`config.mk`:
```
export PLATFORM = sky130hd
export DESIGN_NAME = pipe_hazard_ctrl
export DESIGN_NICKNAME = d
export VERILOG_FILES = /design/src/rtl/pipe_hazard_ctrl_pkg.sv /design/src/rtl/pipe_lu_detect.sv /design/src/rtl/pipe_hazard_ctrl.sv
export SDC_FILE = /design/constraint.sdc
export NUM_CORES = 1
export LEC_CHECK = 0
export BUFFER_PORTS_ARGS = -buffer_cell sky130_fd_sc_hd__clkbuf_2
export CAP_MARGIN = 25
export CORE_MARGIN = 2
export CORE_UTILIZATION = 30
export DETAILED_ROUTE_END_ITERATION = 8
export PLACE_DENSITY = 0.53
export SLEW_MARGIN = 20
export SYNTH_ARGS = -nofsm -noshare
export SYNTH_HDL_FRONTEND = slang
export SYNTH_SLANG_ARGS = --single-unit
export TNS_END_PERCENT = 50
```
`constraint.sdc`:
```
create_clock -name Clk -period 3.4 [get_ports Clk]
set_clock_uncertainty 0.2 [all_clocks]
set_input_delay 0 -clock Clk [delete_from_list [all_inputs] [get_ports Clk]]
set_output_delay 0 -clock Clk [all_outputs]
set_load 0.005 [all_outputs]
```
`src/rtl/pipe_hazard_ctrl_pkg.sv`:
```
// Shared pipeline hazard-control types and defaults.
// Imported by the hazard controller and its load-use detector.
package pipe_hazard_ctrl_pkg;

  localparam int REG_W_DEF = 5;
  localparam int MC_W_DEF  = 4;
  localparam int CNT_W_DEF = 16;

  typedef enum logic {
    RUN     = 1'b0,
    MC_BUSY = 1'b1
  } hz_state_t;

endpackage

```
`src/rtl/pipe_lu_detect.sv`:
```
// Combinational load-use hazard detector.
// Flags an EX load whose destination feeds the ID instruction.
module pipe_lu_detect
  import pipe_hazard_ctrl_pkg::*;
#(
  parameter int REG_W = REG_W_DEF
) (
  input  logic             mem_read,
  input  logic [REG_W-1:0] ex_rt,
  input  logic [REG_W-1:0] id_rs,
  input  logic [REG_W-1:0] id_rt,
  input  logic             id_uses_rt,
  input  logic             lu_last,
  output logic             raw,
  output logic             lu
);

  logic rs_hit;
  logic rt_hit;

  // Raw dependency, then one-shot suppression via lu_last.
  always_comb begin
    rs_hit = (ex_rt == id_rs);
    rt_hit = id_uses_rt && (ex_rt == id_rt);
    raw    = mem_read && (ex_rt != '0) && (rs_hit || rt_hit);
    lu     = raw && !lu_last;
  end

endmodule

```
`src/rtl/pipe_hazard_ctrl.sv`:
```
// Pipeline hazard controller: load-use stall, branch flush,
// multi-cycle EX stall FSM and saturating stall statistics.
module pipe_hazard_ctrl
  import pipe_hazard_ctrl_pkg::*;
#(
  parameter int REG_W = REG_W_DEF,
  parameter int MC_W  = MC_W_DEF,
  parameter int CNT_W = CNT_W_DEF
) (
  input  logic             Clk,
  input  logic             Reset,
  input  logic             ID_EX_MemRead,
  input  logic [REG_W-1:0] ID_EX_Rt,
  input  logic [REG_W-1:0] IF_ID_Rs,
  input  logic [REG_W-1:0] IF_ID_Rt,
  input  logic             IF_ID_UsesRt,
  input  logic             BranchTaken,
  input  logic             MC_Start,
  input  logic [MC_W-1:0]  MC_Len,
  output logic             PCWrite,
  output logic             IFIDWrite,
  output logic             IDEXWrite,
  output logic             IDEXBubble,
  output logic             IFIDFlush,
  output logic             Busy,
  output logic [CNT_W-1:0] StallCycles
);

  hz_state_t        state;
  logic [MC_W-1:0]  mc_cnt;
  logic [MC_W-1:0]  mc_load;
  logic             lu_last;
  logic             lu_raw;
  logic             lu;
  logic             in_busy;
  logic             do_br;
  logic             do_lu;

  pipe_lu_detect #(
    .REG_W (REG_W)
  ) u_lu (
    .mem_read   (ID_EX_MemRead),
    .ex_rt      (ID_EX_Rt),
    .id_rs      (IF_ID_Rs),
    .id_rt      (IF_ID_Rt),
    .id_uses_rt (IF_ID_UsesRt),
    .lu_last    (lu_last),
    .raw        (lu_raw),
    .lu         (lu)
  );

  // Mutually exclusive event qualifiers; busy masks everything.
  always_comb begin
    in_busy = (state == MC_BUSY);
    do_br   = !in_busy && BranchTaken;
    do_lu   = !in_busy && !BranchTaken && lu;
    mc_load = (MC_Len == '0) ? MC_W'(1) : MC_Len;
  end

  // Pipeline enables from current state and events.
  always_comb begin
    PCWrite    = 1'b1;
    IFIDWrite  = 1'b1;
    IDEXWrite  = 1'b1;
    IDEXBubble = 1'b0;
    IFIDFlush  = 1'b0;
    Busy       = 1'b0;
    unique case (1'b1)
      in_busy: begin
        PCWrite   = 1'b0;
        IFIDWrite = 1'b0;
        IDEXWrite = 1'b0;
        Busy      = 1'b1;
      end
      do_br: begin
        IFIDFlush  = 1'b1;
        IDEXBubble = 1'b1;
      end
      do_lu: begin
        PCWrite    = 1'b0;
        IFIDWrite  = 1'b0;
        IDEXBubble = 1'b1;
      end
      default: ;
    endcase
  end

  // FSM, multi-cycle counter and one-shot load-use memory.
  // lu_last tracks the raw hazard so a held condition stalls once.
  always_ff @(posedge Clk or posedge Reset) begin
    if (Reset) begin
      state   <= RUN;
      mc_cnt  <= '0;
      lu_last <= 1'b0;
    end else begin
      unique case (state)
        RUN: begin
          lu_last <= BranchTaken ? 1'b0 : lu_raw;
          if (MC_Start) begin
            state  <= MC_BUSY;
            mc_cnt <= mc_load;
          end
        end
        MC_BUSY: begin
          lu_last <= 1'b0;
          if (mc_cnt == MC_W'(1)) begin
            state  <= RUN;
            mc_cnt <= '0;
          end else begin
            mc_cnt <= mc_cnt - 1'b1;
          end
        end
        default: begin
          state   <= RUN;
          mc_cnt  <= '0;
          lu_last <= 1'b0;
        end
      endcase
    end
  end

  // Saturating count of cycles with the PC held.
  always_ff @(posedge Clk or posedge Reset) begin
    if (Reset) begin
      StallCycles <= '0;
    end else if (!PCWrite && !(&StallCycles)) begin
      StallCycles <= StallCycles + 1'b1;
    end
  end

endmodule

```
==> results.py <==
metrics = {
    "clock_network": {
        "postCtsSetupBuffers": 0,
        "cts_root_buffer": "clkbuf_8",
        "cts_hold_buf": 10,
        "htreeDepth": 1,
        "clock_path_buffers": 2,
        "clkSinkCount": 22,
        "worstSkewPairLatency_ns": 0.26,
        "cts_made_buffers": 3,
        "path_clk_slew_ns": 0.08,
        "cts_repair_resize_count": 0,
        "tritoncts": "done",
    },
    "worst_setup_path": {
        "critical_path_class": "in -> reg",
        "cp-start-kind": "primary input",
        "cp.required_ns": 3.35,
        "critical-path-slowest-cell": "dlygate4sd3_1",
        "arrival_ns": 2.45,
        "crit_path_end_kind": "flip-flop",
        "crit_fanout": 8,
        "crit_path_frequent_cell": "dlygate4sd3_1",
        "max_stage_delay_ns": 0.56,
        "path_cells": "dlygate4sd3_1 > clkbuf_2 > nor2b_1 > dlygate4sd3_1 > o21ai_2 > or3_4 > o22ai_4 > nand4_2 > mux2_4",
    },
    "pwr": {
        "p_comb_frac": 0.397,
        "power_density_nw_per_um2": 598,
        "power_leakage_nw": 0.870,
        "p_switching_mw": 0.399,
        "intPower_mw": 0.672,
        "seqPwrFrac": 0.429,
        "irDropWorstVdd_v": 0.000179,
        "p_clk_frac": 0.174,
        "swShare": 0.373,
    },
    "die": {
        "start_util": 0.309,
        "dieArea_um2": 4970,
        "num_rows": 24,
        "die_x_um": 70.5,
        "core_um2": 4290,
        "die_h_um": 70.5,
        "io_pins": 47,
    },
    "drt": {
        "avgRoutedWirePerCell_um": 12.6,
        "viasPerCell": 4.90,
        "antenna_left": 0,
        "met1_length_mm": 1.38,
        "dr.max_layer_used": "met4",
        "vias": 1201,
        "remaining_drc_errors": 0,
        "wl_met3_um": 196,
        "drt-pass1-iter-count": 4,
        "drtIter0Drc": 66,
        "dr_wl_met2_mm": 1.46,
        "routed_wirelength_mm": 3.09,
    },
    "timing": {
        "finalSetupTns_ns": 0,
        "tightest_slew_ns": 0.468,
        "maxSlewHeadroom": 0.688,
        "holdWs_ns": -0.0147,
        "hold_violations": 3,
        "setup_viol": 0,
        "max_freq_ghz": 0.400,
        "finalMaxSlewViolations": 0,
        "period_needed_ns": 2.50,
        "rsz0062_at_grt": "false",
        "post-route-period-util": 0.736,
    },
    "placement": {
        "gp_congestion": 0.738,
        "hpwl_mm": 2.37,
        "portBuffers": 46,
    },
    "synthesis": {
        "syn_inst": 135,
        "ys_ff_latch": 22,
        "synth_cell_type_count": 38,
        "synth_nets": 163,
        "syn_area_per_cell_um2": 9.83,
        "ys_seq_area_frac": 0.415,
        "synthesis.area_um2": 1330,
        "yosysWarnings": 0,
    },
    "grt": {
        "grt_overflow": 0,
        "track_usage": 0.135,
        "first_global_vias": 1180,
        "grt_pass1_wl_mm": 5.37,
        "grt_max_degree": 23,
        "antenna_found_initial": 0,
    },
    "finish": {
        "antenna_cells_inserted": 0,
        "area_delta_synth_final_pct": 34.9,
        "layout-drive-gt1-share": 0.316,
        "final_nets": 222,
    },
    "outcome": {
        "violations": "hold timing",
        "status": "finished, violations left",
    },
    "job": {
        "drv_cap": 0,
    },
    "hold_path": {
        "hold_path_class": "in -> async",
    },
}
synth_stat cells (all sizes together):
| cell type | number | area (um2) |
|---|---|---|
| nor3b | 1 | 7.51 |
| nor3 | 4 | 20.0 |
| o211a | 2 | 20.0 |
| nor2 | 6 | 22.5 |
| a211oi | 1 | 7.51 |
| or2 | 1 | 6.26 |
| or4 | 1 | 7.51 |
| a41oi | 1 | 8.76 |
| xor2 | 5 | 43.8 |
| o22a | 1 | 8.76 |
| clkbuf | 2 | 7.51 |
| inv | 7 | 26.3 |
| nor2b | 3 | 18.8 |
| and3 | 1 | 6.26 |
| nand4 | 9 | 62.6 |
| o22ai | 2 | 26.3 |
| mux2i | 1 | 10.0 |
| nor4 | 2 | 12.5 |
| and4 | 1 | 8.76 |
| mux2 | 3 | 41.3 |
| nand2 | 9 | 33.8 |
| o21ai | 4 | 27.5 |
| dfrtp | 22 | 551 |
| nand3 | 7 | 35.0 |
| o211ai | 1 | 7.51 |
| a21oi | 9 | 48.8 |
| or3 | 5 | 36.3 |
| nand2b | 2 | 12.5 |
| buf | 1 | 7.51 |
| xnor2 | 17 | 149 |
| nor4b | 1 | 8.76 |
| ha | 3 | 37.5 |
state kept, by name, summed over array words and instances, names as in the netlist:
name	cells
StallCycles	16
in_busy	1
mc_cnt	4
lu_last	1
cell families (layout without fill, tap and decap cells):
group | after synthesis | after routing | synth area share
simple gates | 53 | 53 | 0.225
xor+xnor | 22 | 22 | 0.145
flops | 22 | 22 | 0.415
compound gates | 21 | 21 | 0.117
buf+inv | 10 | 68 | 0.0311
mux | 4 | 4 | 0.0386
fa+ha+maj | 3 | 3 | 0.0283
cell type report:
cell class,instances,area (um2)
repair buffers,57,358
multi-input cells,103,736
inverters,7,26.3
clock buffers,4,55.1
flip-flops and latches,22,551
well taps,52,65.1
fillers,434,2500
routing by layer:
metal  vias up  GRT usage
met1       552      0.179
li1        597          -
met2        47      0.218
met4         0     0.0577
met3         5     0.0231
met5         -          0
worst paths after layout:
| check | start | to | slack [ns] | depth (start not counted) |
|---|---|---|---|---|
| worst max-delay path | BranchTaken | StallCycles[14] | 0.90 | 9 |
| worst min-delay path | Reset | mc_cnt[3] | -0.01 | 3 |
| worst max register to register | StallCycles[0] | StallCycles[14] | 1.23 | 6 |
| worst min register to register | StallCycles[11] | StallCycles[11] | 0.31 | 1 |
| max in group asynchronous | Reset | StallCycles[11] | 2.64 | 4 |
| min in group Clk | IF_ID_UsesRt | lu_last | 0.03 | 4 |
worst max-delay path: cells and delay by family:
family	cells	cell delay (ns)
AO/OA/AOI/OAI	2	0.31
buffers and inverters	3	1.22
multiplexers	1	0.31
AND/OR/NAND/NOR	3	0.62
through the flow:
stage	power (mW)	util	cell area [um2]	cells	setup slack (ns)
4_1_cts	1.08	0.411	1760	244	0.892
5_1_grt	1.17	0.417	1790	245	0.750
3_5_place_dp	0.873	0.374	1610	230	1.23
3_3_place_gp	0.861	0.374	1610	230	1.28
2_1_floorplan	0.722	-	1330	135	1.33
6_report	1.07	0.417	1790	245	0.899
power by group through the flow:
stage / clock [mW] / sequential, mW / combinational [mW]
2_1_floorplan: 0 / 0.435 / 0.287
5_1_grt: 0.207 / 0.482 / 0.478
4_1_cts: 0.196 / 0.459 / 0.425
3_5_place_dp: 0 / 0.463 / 0.411
3_3_place_gp: 0 / 0.461 / 0.400
6_report: 0.187 / 0.459 / 0.425
cells in the final DEF, fill, tap and decap left out, drive strengths merged, types with 2 or more instances in the layout:
cell type / n
nand2: 9
nor3: 4
dlygate4sd3: 10
a21oi: 9
o22ai: 2
inv: 7
clkbuf: 50
xnor2: 17
mux2: 3
nor2b: 3
xor2: 5
nand3: 7
or3: 5
ha: 3
nand4: 9
dfrtp: 22
nand2b: 2
o21ai: 4
nor4: 2
o211a: 2
nor2: 6
Note: power is estimated with default switching activity, not from simulation.
